[src/rtl/addsub_sched.sv]
// Two-requester add/sub scheduler that runs each W-bit operation serially through
// one shared 4-bit slice (one nibble per RUN cycle, LSB first) and returns it on a handshake.
module addsub_sched #(
   parameter int NIB = 4
) (
   input  logic             clk,
   input  logic             rst,
   input  logic             req0_valid,
   output logic             req0_ready,
   input  logic [4*NIB-1:0] req0_a,
   input  logic [4*NIB-1:0] req0_b,
   input  logic             req0_m,
   input  logic             req1_valid,
   output logic             req1_ready,
   input  logic [4*NIB-1:0] req1_a,
   input  logic [4*NIB-1:0] req1_b,
   input  logic             req1_m,
   output logic             rsp_valid,
   input  logic             rsp_ready,
   output logic             rsp_id,
   output logic [4*NIB-1:0] rsp_sum,
   output logic             rsp_cot,
   output logic             rsp_v,
   output logic             busy
);

   localparam int KW = (NIB > 1) ? $clog2(NIB) : 1;
   localparam logic [KW-1:0] K_LAST = KW'(NIB - 1);

   typedef enum logic [1:0] {IDLE, RUN, DONE} state_t;

   state_t              state, state_nxt;
   logic [KW-1:0]       k;
   logic                last_id;
   logic                id_q, m_q, carry, cot_q, v_q;
   logic [NIB-1:0][3:0] a_q, b_q, sum_q;

   logic                grant1, acc0, acc1, accept;
   logic [3:0]          a_nib, b_nib, lo_sum, nib_sum;
   logic [1:0]          hi_sum;
   logic                c3, c4;

   // last_id names the requester granted most recently; on contention the other one wins.
   assign grant1 = req1_valid & (~req0_valid | ~last_id);
   assign acc0   = req0_valid & req0_ready;
   assign acc1   = req1_valid & req1_ready;
   assign accept = acc0 | acc1;

   // Shared slice, split at bit 3 so the carry into the MSB is visible for overflow.
   always_comb begin
      a_nib   = a_q[k];
      b_nib   = b_q[k] ^ {4{m_q}};
      lo_sum  = {1'b0, a_nib[2:0]} + {1'b0, b_nib[2:0]} + {3'b000, carry};
      c3      = lo_sum[3];
      hi_sum  = {1'b0, a_nib[3]} + {1'b0, b_nib[3]} + {1'b0, c3};
      c4      = hi_sum[1];
      nib_sum = {hi_sum[0], lo_sum[2:0]};
   end

   always_ff @(posedge clk) begin
      // NOTE: sequential state uses <= so every register samples pre-edge values.
      if (rst) state <= IDLE;
      else     state <= state_nxt;
   end

   always_comb begin
      state_nxt = state;
      case (state)
         IDLE:    if (accept) state_nxt = RUN;
         RUN:     if (k == K_LAST) state_nxt = DONE;
         DONE:    if (rsp_ready) state_nxt = IDLE;
         default: state_nxt = IDLE;
      endcase
   end

   always_comb begin
      // NOTE: every output gets a default first, so no path leaves one unassigned (no latch).
      req0_ready = 1'b0;
      req1_ready = 1'b0;
      rsp_valid  = 1'b0;
      busy       = (state != IDLE);
      case (state)
         IDLE: if (!rst) begin
            req0_ready = req0_valid & ~grant1;
            req1_ready = grant1;
         end
         DONE:    rsp_valid = 1'b1;
         default: ;
      endcase
   end

   // NOTE: operand holding registers carry no reset; they are always loaded before use.
   always_ff @(posedge clk) begin
      if (state == IDLE && accept) begin
         a_q <= acc1 ? req1_a : req0_a;
         b_q <= acc1 ? req1_b : req0_b;
      end
   end

   always_ff @(posedge clk) begin
      if (rst) begin
         k       <= '0;
         last_id <= 1'b1;
         id_q    <= 1'b0;
         m_q     <= 1'b0;
         carry   <= 1'b0;
         sum_q   <= '0;
         cot_q   <= 1'b0;
         v_q     <= 1'b0;
      end else begin
         case (state)
            IDLE: if (accept) begin
               id_q    <= acc1;
               last_id <= acc1;
               m_q     <= acc1 ? req1_m : req0_m;
               carry   <= acc1 ? req1_m : req0_m;
               k       <= '0;
            end
            RUN: begin
               sum_q[k] <= nib_sum;
               carry    <= c4;
               k        <= k + KW'(1);
               if (k == K_LAST) begin
                  cot_q <= c4;
                  v_q   <= c3 ^ c4;
               end
            end
            default: ;
         endcase
      end
   end

   assign rsp_id  = id_q;
   assign rsp_sum = sum_q;
   assign rsp_cot = cot_q;
   assign rsp_v   = v_q;

endmodule

[config.mk]
export PLATFORM = sky130hd
export DESIGN_NAME = addsub_sched
export DESIGN_NICKNAME = d
export VERILOG_FILES = /design/src/rtl/addsub_sched.sv
export SDC_FILE = /design/constraint.sdc
export NUM_CORES = 1
export LEC_CHECK = 0
export ABC_AREA = 1
export BUFFER_PORTS_ARGS = -buffer_cell sky130_fd_sc_hd__buf_2
export CAP_MARGIN = 20
export CORE_MARGIN = 2
export CORE_UTILIZATION = 40
export CTS_BUF_LIST = sky130_fd_sc_hd__clkbuf_8
export CTS_CLUSTER_DIAMETER = 40
export CTS_CLUSTER_SIZE = 24
export DETAILED_ROUTE_END_ITERATION = 12
export GPL_TIMING_DRIVEN = 0
export PLACE_DENSITY = 0.66
export SYNTH_ARGS = -nofsm -noshare
export SYNTH_HDL_FRONTEND = slang
export SYNTH_SLANG_ARGS = --single-unit
[constraint.sdc]
create_clock -name clk -period 2.7 [get_ports clk]
set_input_delay 0.405 -clock clk [delete_from_list [all_inputs] [get_ports clk]]
set_output_delay 0.405 -clock clk [all_outputs]
set_load 0.02 [all_outputs]
Yosys cells after proc, flatten, opt, wreduce, memory -nomap -nowiden --
Cells that the tools add are included.
Word-level totals: register bits after elaboration 58, logic and storage cells 76, output and inout bits 23
Operators by class: $add $sub $neg 5, reduce and logical (&&, ||, !) cells 9, magnitude comparators 2, equality and inequality tests 6, bitwise gates (word level) 11, mux-type cells 23
Operators with widths (count):
- $mux 16 | 2
- $bmux 4 s2 | 2
- $bwmux 16 | 1
- $mux 4 | 3
- $demux 4 s2 | 1
- $mux 2 | 4
- $mux 1 | 7
- $ne 2x2->1 const B | 3
- $pmux 2 s3 | 1
- $reduce_and 2->1 | 3
- $add 3x3->4 | 1
- $add 4x1->4 | 1
- $and 1x1->1 | 4
- $eq 2x2->1 const B | 2
- $pmux 2 s2 | 1
- $reduce_bool 2->1 | 2
- $xor 4x4->4 | 1
- $lt 2x3->1 const B | 1
- $not 1->1 | 3
- $reduce_and 3->1 | 1
- $add 1x1->2 | 1
- $add 2x1->2 | 1
- $add 2x1->2 const B | 1
- $eq 2x1->1 const B | 1
- 6 further kinds | 8

Depth between registers and ports, before layout --
Gate-level depths: netlist of the first run.
depth after elaboration 11, depth in mapped cells 16, gate-level depth less buffers 15

Worst setup path before layout of the first run --
No wires, ideal clock.
path type reg-to-reg, from register k[0], to register sum_q, in the netlist rsp_sum[11], cell stages (with the launch flop) 12, arrival time 2.388 ns, library setup time 0.070 ns, path slack 0.241 ns, clock period less this slack 2.459 ns, buffers on the path 2, path through dfxtp_1 buf_2 inv_2 buf_2 o21ai_0 o22ai_1 fa_1 nand3_1 nand3_1 fa_1 nand3_1 a21oi_1
On the way: longest elaborated chain between the ends 7, elaborated cells on any way between the ends 15
Ends and longest elaborated chain:
- start, declared | RTL line 33 | logic [KW-1:0] k;
- start signal, assigned | RTL line 122 | k <= k + KW'(1);
- $bmux 4 s2 | RTL line 52 | b_nib = b_q[k] ^ {4{m_q}};
- $mux 4 (not written as such) | RTL line 52
- $xor 4x4->4 | RTL line 52
- $add 3x3->4 | RTL line 53 | lo_sum = {1'b0, a_nib[2:0]} + {1'b0, b_nib[2:0]} + {3'b000, carry};
- $add 4x1->4 | RTL line 53
- $add 2x1->2 * | RTL line 55 | hi_sum = {1'b0, a_nib[3]} + {1'b0, b_nib[3]} + {1'b0, c3};
- net hi_sum[0] | RTL line 40 | logic [1:0] hi_sum;
- $bwmux 16 * | RTL line 120 | sum_q[k] <= nib_sum;
- end signal, assigned by index | RTL line 120
- end, declared | RTL line 36 | logic [NIB-1:0][3:0] a_q, b_q, sum_q;
Mark *: on every way through the listed nets, which the timed path passes. The rest lies on a longest branch. The select of a mux whose other input is x is not followed. A chain may end at the register's enable or synchronous reset.

Final worst setup path of the first run --
from register k[0], to register sum_q, in the netlist rsp_sum[15]
The elaborated chain is that of the path after synthesis.

==> run_results.csv, run 1 <==
group,metric,value,unit
sta,finalWorstSetupSlack,195,ps
logic_synthesis,synth-seq-cells,58,
worst_setup_path,crit_arrival,2760,ps
sta,max_freq,399,MHz
grt,overflow,0,
sta,finalHoldViolations,0,
hold_path,holdPathEnd,"state[1]",
grt,track_usage,17.2,%
route,dr_total_vias,2517,
worst_setup_path,r2r-start,"k[0]",
grt,grt_pass1_wl,10300,um
clock_network,postCtsHoldBufs,0,
hold_path,hold_start,"rsp_ready",
route,wl,6210,um
clock_network,clockBufferDepth,2,
worst_setup_path,cp_common_cell,"nand3_1",
logic_synthesis,avgSynthCellArea,8.17,um^2
finish,areaGrowthSynthToFinish,29.5,%
flow_run,maxCapViolations,0,
route,vias_per_cell,4.53,
worst_setup_path,rr_worst_depth,11,
power_and_ir_drop,leakagePower,1.79,nW
grt,grt_max_degree,21,
route,ant_nets,0,
logic_synthesis,synth_nets,429,
logic_synthesis,netlist_instances,349,
placed_design,place_ws,-223,ps
floorplanning,start_util,41.7,%
finish,final_cells,556,
logic_synthesis,yosys_warnings,0,
route,drt-wirelength-per-cell,11.2,um
worst_setup_path,crit_fanout,11,
power_and_ir_drop,powerDensity,581,nW/um^2
worst_setup_path,slowest_stage,"fa_2",
route,drc_errors,0,
floorplanning,rows,30,
worst_setup_path,reg2reg_slack,200,ps
clock_network,clk_pin_slew_worst_paths,60,ps
worst_setup_path,cpPeakStageDelay,590,ps
placed_design,dpl.hpwl,4850,um
clock_network,root_buffer,"clkbuf_8",
logic_synthesis,synth_top_area_share,33.7,%
finish,antenna_cells,0,
sta,slew_headroom,56.9,%
finish,nets,535,
sta,min_period_over_period,92.8,%
finish,final_area,3690,um^2
clock_network,clkLatencyLatePin,330,ps
grt,grt_pass1_vias,2354,
clock_network,cts_buffers,9,
sta,maxSlewViolCount,0,
sta,fin_crit,2500,ps
hold_path,min_path_type,"in2reg",
sta,fin_skew,6.87,ps
logic_synthesis,ys_top_cells_by_area,"edfxtp_1 34%, nand2_1 20%, dfxtp_1 18%",
sta,worstMarginPinSlew,645,ps
worst_setup_path,crit_chain,"buf_6 > inv_2 > buf_4 > o21ai_0 > o22ai_2 > ha_1 > nand3_1 > nand3_2 > fa_2 > nand3_1 > a21oi_1",
floorplanning,dieArea,7820,um^2
route,drt_iter0_markers,138,
floorplanning,ios,94,
clock_network,htree_num_levels,3,
hold_path,holdPathStages,4,
grt,antenna_found_initial,0,
worst_setup_path,crit_required,2960,ps
outcome,status,"finished clean",
logic_synthesis,netlist_area,2850,um^2
worst_setup_path,path_class,"reg2reg",
floorplanning,die_h,88.4,um
clock_network,clock_sinks,58,
finish,post_route_cells_drive_above_1_share,29.3,%
route,drtPass1Iterations,4,
worst_setup_path,critPathLaunchType,"register",
finish,fillers,682,
floorplanning,die_w,88.4,um
placed_design,post_dp_cell_area,3470,um^2
logic_synthesis,ys_types,23,
worst_setup_path,path_delay_family,"adder cells",
logic_synthesis,yosysSeqAreaShare,52.0,%
sta,setup_viol,0,
sta,rsz0062_at_grt,"false",
power_and_ir_drop,ir_worst_vdd,0.000249,V
logic_synthesis,yosys.area.top_type,"edfxtp_1",
worst_setup_path,critPathCaptureType,"register",
worst_setup_path,cp_num_buf_inv,3,
clock_network,cts_tree,"built",
placed_design,place_congestion,0.785,
worst_setup_path,rr_endpoint,"rsp_sum[15]",
floorplanning,core_area,6830,um^2
placed_design,dp_cells,539,
placed_design,numPortBuffers,93,
-- registers in the layout, summed over array words and instances, names as in the netlist --
signal	count
a_q	16
b_q	16
carry	1
k	2
last_id	1
m_q	1
rsp_cot	1
rsp_id	1
rsp_sum	16
rsp_v	1
state	2
-- placed cells by master, fill, tap and decap left out, types with 2 or more instances in the layout --
master,count
a21oi_1,21
nor2_1,28
clkbuf_1,2
nand3_1,22
nand2_2,2
xor2_1,4
o21ai_0,10
buf_4,6
fa_2,2
nand2_1,149
inv_1,18
o22ai_1,2
edfxtp_1,32
buf_2,95
clkinv_2,4
o22ai_2,2
o21ai_1,2
buf_6,3
nor2_4,2
ha_1,6
nand4_1,2
inv_2,2
dfxtp_1,25
clkbuf_8,10
-- logic make-up after synthesis --
| kind of cell | after synthesis | share of synthesized area, % |
|---|---|---|
| compound gates | 39 | 7.24 |
| xor+xnor | 5 | 1.54 |
| buf+inv | 32 | 5.49 |
| fa+ha+maj | 9 | 4.74 |
| simple gates | 206 | 29.0 |
| flops | 58 | 52.0 |
-- how the worst max path moves through the flow --
stage,to,from,cells past startpoint
after floorplan,rsp_sum[11],k[0],11
after global placement,rsp_sum[11],k[1],11
after detailed placement,rsp_v,k[1],15
after CTS,rsp_sum[11],k[0],11
after global routing,rsp_sum[11],k[0],11
final,rsp_sum[15],k[0],11
-- timing repair --
item | CTS | global route
setup endpoints to repair | 10 | 10
setup buffers | 0 | 1
endpoints found under the hold margin | 0 | 0
pin swaps | 1 | 1
gates resized for setup | 5 | 11
-- worst reg2reg max path: cells and delay by family (launching register included) --
family          cells  cell delay [ps]
compound gates      3              510
fa+ha+maj           2              900
simple gates        3              280
flops               1              360
buf+inv             3              410
-- area by class of cell --
class,instances,area (um^2),share of cell area [%]
Tap cell,96,120,3.25
Sequential cell,58,1480,40.2
Buffer,13,96.3,2.61
Clock buffer,10,138,3.73
Inverter,19,76.3,2.07
Clock inverter,6,27.5,0.746
Timing Repair Buffer,95,500,13.6
Multi-Input combinational cell,259,1250,33.9
-- cells in the mapped netlist (all sizes together) --
master  count
a21oi      22
buf        11
clkbuf      2
clkinv      1
dfxtp      26
edfxtp     32
fa          3
ha          6
inv        18
nand2     151
nand3      23
nand4       2
nor2       30
o21a        1
o21ai      12
o22ai       4
xor2        5
-- where the power goes --
group	switching [W]	total, W	internal, W
combinational	0.000283	0.000475	0.000192
sequential	0.0000216	0.00102	0.000998
clock	0.000307	0.000651	0.000344
-- through the flow --
step | total power, W | hold slack (ps) | util (%) | TNS (ps)
2_1_floorplan | 0.00133 | 433 | - | 0
3_3_place_gp | 0.00147 | 447 | 50.3 | -1260
5_1_grt | 0.00227 | 338 | 54.0 | 0
3_5_place_dp | 0.00149 | 447 | 50.8 | -1570
6_report | 0.00215 | 331 | 54.0 | 0
4_1_cts | 0.00215 | 315 | 53.5 | 0
-- layer usage --
metal  global-route usage, %  share of wire, %
met5                       0                 0
met4                    5.37              0.61
met3                    5.88               6.3
met2                    29.8                49
met1                    20.0                44
No activity file was read; power rests on OpenSTA's default activity.
==> inputs of run 2 (changes only) <==
CELL_PAD_IN_SITES_DETAIL_PLACEMENT = 0   (was not set)
CELL_PAD_IN_SITES_GLOBAL_PLACEMENT = 2   (was not set)
CORE_UTILIZATION = 29   (was 40)
PLACE_DENSITY = not set   (was 0.66)
PLACE_DENSITY_LB_ADDON = 0.1   (was not set)
==> run_results.csv, run 2 (same netlist as run 1, synthesis figures left out) <==
group,metric,value,unit
worst_setup_path,crit_fanout,10,
worst_setup_path,critPathLaunchType,"register",
sta,fin_crit,2520,ps
route,drc_errors,0,
finish,areaGrowthSynthToFinish,31.4,%
hold_path,min_path_type,"in2reg",
sta,max_freq,396,MHz
clock_network,cts_buffers,9,
finish,final_common_cell,"nand2_1",
route,wl,7260,um
worst_setup_path,cp_common_cell,"nand3_1",
route,drtPass1Iterations,6,
clock_network,root_buffer,"clkbuf_8",
sta,fin_skew,4.09,ps
worst_setup_path,crit_chain,"buf_4 > clkinv_4 > nand3_1 > nand2_1 > xor2_1 > fa_2 > nand3_1 > nand3_2 > fa_2 > nand3_1 > a21oi_1",
power_and_ir_drop,ir_worst_vdd,0.000196,V
clock_network,clockBufferDepth,2,
placed_design,place_congestion,0.757,
worst_setup_path,rr_worst_depth,11,
grt,track_usage,14.7,%
sta,setup_viol,0,
clock_network,clk_pin_slew_worst_paths,60,ps
worst_setup_path,critPathCaptureType,"register",
placed_design,dpl.hpwl,5420,um
grt,overflow,0,
finish,nets,535,
floorplanning,start_util,29.6,%
worst_setup_path,rr_endpoint,"rsp_sum[15]",
sta,slew_headroom,65.1,%
worst_setup_path,reg2reg_slack,180,ps
worst_setup_path,slowest_stage,"fa_2",
placed_design,numPortBuffers,93,
finish,final_area,3740,um^2
sta,finalHoldViolations,0,
outcome,status,"finished clean",
route,drt-wirelength-per-cell,12.3,um
placed_design,post_dp_cell_area,3520,um^2
finish,antenna_cells,0,
sta,rsz0062_at_grt,"false",
route,dr_total_vias,2529,
grt,grt_pass1_vias,2383,
grt,grt_max_degree,24,
floorplanning,die_w,103,um
worst_setup_path,cpPeakStageDelay,610,ps
route,vias_per_cell,4.27,
clock_network,postCtsHoldBufs,0,
floorplanning,rows,36,
floorplanning,die_h,103,um
finish,postLayoutCoreUtil,38.8,%
grt,antenna_found_initial,0,
clock_network,cts_tree,"built",
route,ant_nets,0,
clock_network,clkLatencyLatePin,340,ps
clock_network,htree_num_levels,3,
grt,grt_pass1_wl,11700,um
hold_path,hold_start,"req0_b[12]",
worst_setup_path,crit_required,2970,ps
hold_path,holdPathEnd,"b_q[12]",
floorplanning,dieArea,10600,um^2
power_and_ir_drop,leakagePower,1.78,nW
finish,final_cell_mix,"149 x nand2_1, 94 x buf_2, 32 x edfxtp_1",
worst_setup_path,r2r-start,"k[1]",
worst_setup_path,path_class,"reg2reg",
sta,maxSlewViolCount,0,
hold_path,holdPathStages,3,
route,drt_iter0_markers,58,
floorplanning,core_area,9640,um^2
finish,final_cells,592,
sta,min_period_over_period,93.5,%
clock_network,clock_sinks,58,
sta,worstMarginPinSlew,522,ps
flow_run,maxCapViolations,0,
worst_setup_path,crit_arrival,2790,ps
finish,post_route_cells_drive_above_1_share,28.5,%
floorplanning,ios,94,
placed_design,dp_cells,576,
power_and_ir_drop,powerDensity,603,nW/um^2
## run 2: cell count changes in the layout (fill, tap and decap cells not counted), sizes merged
cell    delta
clkbuf     -2
buf        +1
bufinv     +1
inv        -1
## run 2: worst max path at each step
stage               startpoint          end  depth (start not counted)  slack [ps]
detailed placement        k[1]  rsp_sum[15]                         11        -400
floorplan                 k[0]  rsp_sum[11]                         11         240
CTS                       k[0]  rsp_sum[15]                         11          40
finish                    k[1]  rsp_sum[15]                         11         180
global placement          k[1]   rsp_sum[7]                         11        -370
global route              k[0]  rsp_sum[15]                         12           4
## run 2: repair_timing
| item | 4_1_cts | 5_1_grt |
|---|---|---|
| endpoints found under the setup margin | 15 | 10 |
| resized for setup | 9 | 8 |
| buffers inserted | 0 | 1 |
| gates cloned | 0 | 0 |
| pin swaps | 1 | 1 |
## run 2: layout make-up
type / instances / area (um^2)
clock buffer: 9 / 124
tap: 133 / 166
inverter: 19 / 76.3
fill: 1054 / 5890
multi-input combinational: 259 / 1240
timing repair buffer: 95 / 500
buffer: 13 / 103
clock inverter: 6 / 50.0
sequential: 58 / 1480
## run 2: metrics by stage
stage	power (W)	setup WS, ps	hold WS (ps)	setup TNS, ps
floorplan	0.00133	241	433	0
global placement	0.00151	-371	447	-3330
detailed placement	0.00152	-396	453	-3320
CTS	0.00228	35.7	313	0
global route	0.00240	3.97	321	0
finish	0.00226	176	325	0
## run 2: where the power goes
group	internal (W)	switching (W)
Sequential	0.000997	0.0000203
Combinational	0.000197	0.000306
Clock	0.000406	0.000333
## run 2: critical path: cells and delay by family (launching register included)
family / cells / cell delay (ps)
flops: 1 / 360
buf+inv: 2 / 340
compound gates: 1 / 150
xor+xnor: 1 / 150
fa+ha+maj: 2 / 970
simple gates: 5 / 480
## run 2: routing by layer
metal / global-route usage [%] / part of all wire [%] / up-vias
met1: 18.7 / 46 / 1112
met4: 5.16 / 1.2 / 0
met3: 4.27 / 5.8 / 9
li1: - / - / 1340
met5: 0 / 0 / -
met2: 24.0 / 47 / 68
